### src/rtl/filter_channel_scheduler.sv
// Sequences one shared two-pass filter across CHANNELS voices per frame and keeps each voice's {z1,z2}.
// Optional FILTER_SCHED_CLEAR_EN adds a clear input that zeroes all channel state from IDLE.
module filter_channel_scheduler #(
  parameter int CHANNELS = 8,
  parameter int CW       = (CHANNELS > 1) ? $clog2(CHANNELS) : 1
) (
  input  logic          clock,
  input  logic          reset,
  input  logic          frame_start,
  output logic          busy,
  output logic          done,
  output logic          overrun,
  output logic [CW-1:0] ch_index,
  output logic          sample_req,
  input  logic          sample_valid,
  input  logic [15:0]   sample_in,
  output logic          filt_pass,
  output logic [15:0]   filt_in,
  output logic [63:0]   filt_data,
  input  logic [63:0]   filt_odata,
  input  logic [15:0]   filt_out,
  output logic          out_valid,
  output logic [15:0]   sample_out,
  output logic [CW-1:0] out_ch
`ifdef FILTER_SCHED_CLEAR_EN
  ,
  input  logic          clear
`endif
);

  typedef enum logic [2:0] {
    S_IDLE,
    S_REQ,
    S_PASS0,
    S_PASS1,
    S_WB
`ifdef FILTER_SCHED_CLEAR_EN
    ,
    S_CLEAR
`endif
  } state_t;

  localparam logic [CW-1:0] LAST_CH = CW'(CHANNELS - 1);

  state_t        state_q, state_d;
  logic [CW-1:0] ch_q, ch_d;
  logic          overrun_q, overrun_d;
  logic [15:0]   sample_q, sample_d;
  logic          pass_q, pass_d;
  logic [15:0]   sample_out_q, sample_out_d;
  logic [CW-1:0] out_ch_q, out_ch_d;
  logic          wr_en;
  logic [63:0]   wr_data;
  logic [63:0]   state_rd [CHANNELS];

  // One register per channel; only the entry addressed by ch_q is ever written.
  for (genvar gi = 0; gi < CHANNELS; gi++) begin : g_state
    logic [63:0] entry_q;

    always_ff @(posedge clock or posedge reset) begin
      if (reset) begin
        entry_q <= '0;
      end else if (wr_en && (ch_q == CW'(gi))) begin
        entry_q <= wr_data;
      end
    end

    assign state_rd[gi] = entry_q;
  end

  always_comb begin
    state_d      = state_q;
    ch_d         = ch_q;
    overrun_d    = overrun_q;
    sample_d     = sample_q;
    pass_d       = pass_q;
    sample_out_d = sample_out_q;
    out_ch_d     = out_ch_q;
    wr_en        = 1'b0;
    wr_data      = filt_odata;
    busy         = (state_q != S_IDLE);
    sample_req   = 1'b0;
    out_valid    = 1'b0;
    done         = 1'b0;
    filt_data    = state_rd[ch_q];

    unique case (state_q)
      S_IDLE: begin
`ifdef FILTER_SCHED_CLEAR_EN
        if (clear) begin
          state_d = S_CLEAR;
          ch_d    = '0;
          if (frame_start) overrun_d = 1'b1;
        end else
`endif
        if (frame_start) begin
          state_d = S_REQ;
          ch_d    = '0;
        end
      end
      S_REQ: begin
        sample_req = 1'b1;
        if (sample_valid) begin
          sample_d = sample_in;
          pass_d   = 1'b0;
          state_d  = S_PASS0;
        end
      end
      S_PASS0: begin
        pass_d  = 1'b1;
        state_d = S_PASS1;
      end
      S_PASS1: begin
        // Second pass runs on the intermediate state the filter just registered.
        filt_data    = filt_odata;
        sample_out_d = filt_out;
        out_ch_d     = ch_q;
        state_d      = S_WB;
      end
      S_WB: begin
        wr_en     = 1'b1;
        out_valid = 1'b1;
        if (ch_q == LAST_CH) begin
          done    = 1'b1;
          state_d = S_IDLE;
        end else begin
          ch_d    = ch_q + 1'b1;
          state_d = S_REQ;
        end
      end
`ifdef FILTER_SCHED_CLEAR_EN
      S_CLEAR: begin
        wr_en   = 1'b1;
        wr_data = '0;
        if (ch_q == LAST_CH) begin
          state_d = S_IDLE;
        end else begin
          ch_d = ch_q + 1'b1;
        end
      end
`endif
      default: state_d = S_IDLE;
    endcase

    if (frame_start && (state_q != S_IDLE)) overrun_d = 1'b1;
  end

  always_ff @(posedge clock or posedge reset) begin
    if (reset) begin
      state_q      <= S_IDLE;
      ch_q         <= '0;
      overrun_q    <= 1'b0;
      sample_q     <= '0;
      pass_q       <= 1'b0;
      sample_out_q <= '0;
      out_ch_q     <= '0;
    end else begin
      state_q      <= state_d;
      ch_q         <= ch_d;
      overrun_q    <= overrun_d;
      sample_q     <= sample_d;
      pass_q       <= pass_d;
      sample_out_q <= sample_out_d;
      out_ch_q     <= out_ch_d;
    end
  end

  assign overrun    = overrun_q;
  assign ch_index   = ch_q;
  assign filt_pass  = pass_q;
  assign filt_in    = sample_q;
  assign sample_out = sample_out_q;
  assign out_ch     = out_ch_q;

endmodule

### config.mk
export PLATFORM = sky130hd
export DESIGN_NAME = filter_channel_scheduler
export DESIGN_NICKNAME = d
export VERILOG_FILES = /design/src/rtl/filter_channel_scheduler.sv
export SDC_FILE = /design/constraint.sdc
export NUM_CORES = 1
export LEC_CHECK = 0
export BUFFER_PORTS_ARGS = -buffer_cell sky130_fd_sc_hd__buf_2
export CAP_MARGIN = 40
export CORE_MARGIN = 3
export CORE_UTILIZATION = 38
export DETAILED_ROUTE_END_ITERATION = 16
export GPL_ROUTABILITY_DRIVEN = 1
export REMOVE_ABC_BUFFERS = 1
export SETUP_SLACK_MARGIN = 0.1
export SYNTH_ARGS = -nofsm -noshare
export SYNTH_HDL_FRONTEND = slang
export SYNTH_SLANG_ARGS = --single-unit
### constraint.sdc
create_clock -name clock -period 17.7 [get_ports clock]
set_clock_uncertainty 0.2 [all_clocks]
set_input_delay 0.885 -clock clock [delete_from_list [all_inputs] [get_ports clock]]
set_output_delay 0.885 -clock clock [all_outputs]
set_load 0.03 [all_outputs]
==> flow_summary.html <==
<table>
<tr><th>Metric</th><th>Value</th></tr>
<tr><th colspan="2">Cells and area</th></tr>
<tr><td>Final Net Count</td><td>2080</td></tr>
<tr><td>Area Overhead vs Synth</td><td>15.79%</td></tr>
<tr><td>Total non-filler cell area in the finished layout</td><td>0.02973 sq mm</td></tr>
<tr><td>Final core area utilization</td><td>0.4482</td></tr>
<tr><td>Fraction of layout cells with a size suffix above 1</td><td>0.5037</td></tr>
<tr><th colspan="2">Synth</th></tr>
<tr><td>Mean area per synthesized cell</td><td>14.28 sq um</td></tr>
<tr><td>Number of warnings issued by yosys</td><td>0</td></tr>
<tr><td>Async S/R FF share, synth</td><td>1.000</td></tr>
<tr><td>Most common library cells after synthesis</td><td>659 x sky130_fd_sc_hd__mux2_2, 555 x sky130_fd_sc_hd__dfrtp_1, 129 x sky130_fd_sc_hd__mux2i_1</td></tr>
<tr><td>Post-synthesis register bit count</td><td>555</td></tr>
<tr><td>Fraction of the mapped netlist area in adder cells</td><td>0.002924</td></tr>
<tr><td>Compound-cell area share of the yosys netlist</td><td>0.05959</td></tr>
<tr><td>Synthesized-area fraction occupied by xor and xnor cells</td><td>0</td></tr>
<tr><td>Main combinational cell family by area after synthesis</td><td>multiplexers</td></tr>
<tr><td>Share of synthesized cell area in and, or, nand and nor gates</td><td>0.01725</td></tr>
<tr><td>Synth cell types</td><td>35</td></tr>
<tr><td>Post-Syn Instances</td><td>1798</td></tr>
<tr><td>Biggest area consumer among synthesized cells</td><td>sky130_fd_sc_hd__dfrtp_1</td></tr>
<tr><td>Fraction of synthesized area in multiplexers</td><td>0.3463</td></tr>
<tr><td>Summed instance area of the synthesized netlist</td><td>0.02568 sq mm</td></tr>
<tr><td>Proportion of synthesized chip area in sequential cells</td><td>0.5409</td></tr>
<tr><td>Proportion of netlist area held by the largest area contributor</td><td>0.5409</td></tr>
<tr><td>Synth top area cells</td><td>sky130_fd_sc_hd__dfrtp_1 54%, sky130_fd_sc_hd__mux2_2 29%, sky130_fd_sc_hd__mux2i_1 5.0%</td></tr>
<tr><td>EDFF count, synth</td><td>0</td></tr>
<tr><td>Main flop type after synthesis</td><td>sky130_fd_sc_hd__dfrtp_1</td></tr>
<tr><td>Most instantiated library cell after synthesis</td><td>sky130_fd_sc_hd__mux2_2</td></tr>
<tr><th colspan="2">Timing</th></tr>
<tr><td>Number of hold-slack violations in the final timing report</td><td>0</td></tr>
<tr><td>Top achievable clock speed</td><td>0.2072 GHz</td></tr>
<tr><td>Post-layout min period</td><td>4826 ps</td></tr>
<tr><td>Min setup slack post-route</td><td>12870 ps</td></tr>
<tr><td>Final Max Tran Viols</td><td>0</td></tr>
<tr><td>Share of the cycle needed by the critical path after routing</td><td>0.2727</td></tr>
<tr><td>Unrepaired setup endpoints after global routing</td><td>no</td></tr>
<tr><td>Slew at the pin closest to its max-slew limit</td><td>1100 ps</td></tr>
<tr><td>Setup violations, final</td><td>0</td></tr>
<tr><td>Worst slew margin relative to its limit</td><td>0.2668</td></tr>
<tr><td>Sum of negative setup slack</td><td>0 ps</td></tr>
<tr><th colspan="2">Setup path</th></tr>
<tr><td>Cell count of the worst reg-to-reg path</td><td>6</td></tr>
<tr><td>Worst setup slack for register-to-register paths</td><td>13580 ps</td></tr>
<tr><td>CP Max Fanout</td><td>140</td></tr>
<tr><td>Setup crit end kind</td><td>output pin</td></tr>
<tr><td>Worst Path Class, Setup</td><td>reg -&gt; out</td></tr>
<tr><td>Termination of the worst setup path</td><td>filt_data[33]</td></tr>
<tr><td>Worst flop-to-flop path endpoint</td><td>g_state[7].entry_q[62]</td></tr>
<tr><td>Worst r2r src</td><td>ch_index[0]</td></tr>
<tr><td>Crit-path max cell delay</td><td>660 ps</td></tr>
<tr><td>Crit path arrival time</td><td>3740 ps</td></tr>
<tr><td>Critical-path cell with the highest stage delay</td><td>sky130_fd_sc_hd__dfrtp_4</td></tr>
<tr><td>Cells along the critical path</td><td>buf_12, buf_4, buf_16, mux2i_1, a22o_1, o31ai_1, buf_2</td></tr>
<tr><td>Critical path data required time</td><td>16610 ps</td></tr>
<tr><td>Origin of the worst setup path</td><td>ch_index[0]</td></tr>
<tr><td>Sort of element at the start of the critical path</td><td>register</td></tr>
<tr><th colspan="2">Power</th></tr>
<tr><td>Clk pwr share</td><td>0.283</td></tr>
<tr><td>Power per unit of standard cell area</td><td>162.8 mW/mm^2</td></tr>
<tr><td>Combinational fraction of design power</td><td>0.351</td></tr>
<tr><td>Net load switching power</td><td>1.676 mW</td></tr>
<tr><td>Sequential Power Share</td><td>0.366</td></tr>
<tr><td>Total internal power</td><td>3.164 mW</td></tr>
<tr><td>Pleak</td><td>13.83 nW</td></tr>
<tr><td>Max IR drop VDD</td><td>0.1137 mV</td></tr>
<tr><td>Switching part of the total power</td><td>0.3463</td></tr>
<tr><td>PnR Total Power</td><td>4.840 mW</td></tr>
<tr><th colspan="2">Clocking</th></tr>
<tr><td>Buffer type at the clock tree root</td><td>sky130_fd_sc_hd__clkbuf_16</td></tr>
<tr><td>H-tree level count</td><td>3</td></tr>
<tr><td>Number of buffers inserted by post-CTS setup repair</td><td>0</td></tr>
<tr><td>Clock tree sinks</td><td>555</td></tr>
<tr><td>CTS tree</td><td>yes</td></tr>
<tr><td>TritonCTS Buffers</td><td>66</td></tr>
<tr><td>Cts-stage hold buffer count</td><td>0</td></tr>
<tr><td>Deepest clock path buffer count</td><td>3</td></tr>
<tr><td>Clock input transition at the sequential cells of the worst setup and hold paths</td><td>60 ps</td></tr>
<tr><td>Clock latency on the worst-skew pair</td><td>570 ps</td></tr>
<tr><td>Count of cells resized by post-cts repair</td><td>0</td></tr>
<tr><th colspan="2">Run</th></tr>
<tr><td>Number of maximum-capacitance violations</td><td>0</td></tr>
<tr><th colspan="2">Die</th></tr>
<tr><td>Core area</td><td>0.06633 sq mm</td></tr>
<tr><td>Initial standard-cell utilization of the core</td><td>0.3871</td></tr>
<tr><td>Chip height</td><td>265.9 um</td></tr>
<tr><td>Number of core rows</td><td>94</td></tr>
<tr><td>Die outline area</td><td>0.07073 sq mm</td></tr>
<tr><td>I/O pins</td><td>208</td></tr>
<tr><td>Die width</td><td>265.9 um</td></tr>
<tr><th colspan="2">Place</th></tr>
<tr><td>Post-Place Cell Area</td><td>0.02750 sq mm</td></tr>
<tr><td>Last weighted congestion value of the routability-driven placer</td><td>0.7111</td></tr>
<tr><td>Number of input and output port buffers inserted</td><td>207</td></tr>
<tr><td>Post-detail-place hpwl</td><td>35420 um</td></tr>
<tr><td>Dpl ws</td><td>13400 ps</td></tr>
<tr><th colspan="2">GRT</th></tr>
<tr><td>Total overflow reported by the global router</td><td>0</td></tr>
<tr><td>Initial antenna violation count</td><td>7</td></tr>
<tr><td>Largest net degree at the start of global routing</td><td>162</td></tr>
<tr><td>GRT Resource Usage Total</td><td>0.1817</td></tr>
<tr><td>Global-route wire length before repair</td><td>100300 um</td></tr>
<tr><td>Number of global-route vias before repair</td><td>16848</td></tr>
<tr><th colspan="2">Route</th></tr>
<tr><td>Post-detailed-routing wire length</td><td>63550 um</td></tr>
<tr><td>WL per Instance</td><td>21.98 um</td></tr>
<tr><td>First-iteration detailed-routing DRC count</td><td>665</td></tr>
<tr><td>Iteration count of the initial detailed-routing pass</td><td>5</td></tr>
<tr><td>DRC violation count after routing</td><td>0</td></tr>
<tr><td>Routed vias/inst</td><td>5.420</td></tr>
<tr><td>Via count</td><td>15675</td></tr>
<tr><td>Number of routed nets with antenna violations</td><td>0</td></tr>
<tr><th colspan="2">Hold path</th></tr>
<tr><td>Worst min-delay path category</td><td>in -&gt; async</td></tr>
<tr><th colspan="2">Status</th></tr>
<tr><td>Outcome</td><td>completed</td></tr>
</table>
flip-flops by register name, indices dropped and copies added (netlist names):
name	cells
g_state.entry_q	512
filt_in	16
sample_out	16
ch_index	3
out_ch	3
state_q	3
filt_pass	1
overrun	1
cell type report:
| type | instances | area (sq um) |
|---|---|---|
| fill | 6047 | 36600 |
| clock inverter | 17 | 195.2 |
| timing repair buffer | 239 | 1504 |
| multi-input combinational | 1107 | 10990 |
| antenna | 3 | 7.507 |
| tap | 864 | 1081 |
| clock buffer | 102 | 2031 |
| inverter | 5 | 26.28 |
| sequential | 555 | 13890 |
worst max-delay path: cells and delay by family, from the launching register on:
kind | cells | cell delay [ps]
buffers and inverters | 4 | 1620
flip-flops | 1 | 660
AO/OA/AOI/OAI | 2 | 550
multiplexers | 1 | 140
power by group through the flow:
stage / logic [mW] / registers [mW] / clock network (mW)
after global placement: 1.66 / 1.78 / 0
after detailed placement: 1.72 / 1.79 / 0
after CTS: 1.73 / 1.77 / 1.42
final: 1.70 / 1.77 / 1.37
after floorplan: 1.19 / 1.88 / 0
after global routing: 1.83 / 1.81 / 1.47
worst min path at each step:
stage,startpoint,to,slack (ps)
floorplan,g_state[0].entry_q[25],g_state[0].entry_q[25],260
global placement,overrun,overrun,230
detailed placement,overrun,overrun,240
CTS,reset,sample_out[9],250
global route,overrun,overrun,280
finish,reset,sample_out[9],240
layout by cell type (no fill, tap or decap), types with 2 or more instances in the layout:
cell / count
sky130_fd_sc_hd__nand3_4: 3
sky130_fd_sc_hd__o22ai_1: 64
sky130_fd_sc_hd__inv_6: 2
sky130_fd_sc_hd__clkbuf_8: 18
sky130_fd_sc_hd__bufinv_16: 4
sky130_fd_sc_hd__buf_2: 207
sky130_fd_sc_hd__nor2_4: 2
sky130_fd_sc_hd__buf_12: 7
sky130_fd_sc_hd__clkinv_2: 10
sky130_fd_sc_hd__dfrtp_1: 554
sky130_fd_sc_hd__a21oi_1: 4
sky130_fd_sc_hd__inv_1: 4
sky130_fd_sc_hd__nor3_1: 2
sky130_fd_sc_hd__mux2_2: 659
sky130_fd_sc_hd__buf_16: 7
sky130_fd_sc_hd__ha_1: 6
sky130_fd_sc_hd__a22o_1: 64
sky130_fd_sc_hd__mux2i_1: 129
sky130_fd_sc_hd__o31ai_1: 64
sky130_fd_sc_hd__clkbuf_16: 69
sky130_fd_sc_hd__nand2_1: 65
sky130_fd_sc_hd__nand2b_1: 3
sky130_fd_sc_hd__and3_4: 5
sky130_fd_sc_hd__mux2_1: 16
sky130_fd_sc_hd__o2bb2ai_1: 3
sky130_fd_sc_hd__o21ai_0: 2
sky130_fd_sc_hd__nor2_1: 3
sky130_fd_sc_hd__diode_2: 3
sky130_fd_sc_hd__buf_4: 18
sky130_fd_sc_hd__clkbuf_1: 15
kinds of logic after synthesis:
kind of cell | Yosys count
AO/OA/AOI/OAI | 205
multiplexers | 804
flip-flops | 555
AND/OR/NAND/NOR | 92
adder cells (fa/ha/maj) | 6
buffers and inverters | 136
metal layers:
layer | global-route usage | up-vias | share of wire
met4 | 0.04283 | 6 | 0.019
met1 | 0.2433 | 8251 | 0.45
li1 | - | 7023 | -
met5 | 0 | - | 0.00065
met2 | 0.3033 | 291 | 0.48
met3 | 0.03851 | 104 | 0.044
per-stage QoR:
stage | std cells | hold slack, ps
after floorplan | 1667 | 263.6
after global placement | 2758 | 234.5
after detailed placement | 2770 | 239.2
after CTS | 2889 | 253.5
after global routing | 2890 | 278.2
final | 2892 | 244.5
Note: power is estimated with default switching activity, not from simulation.
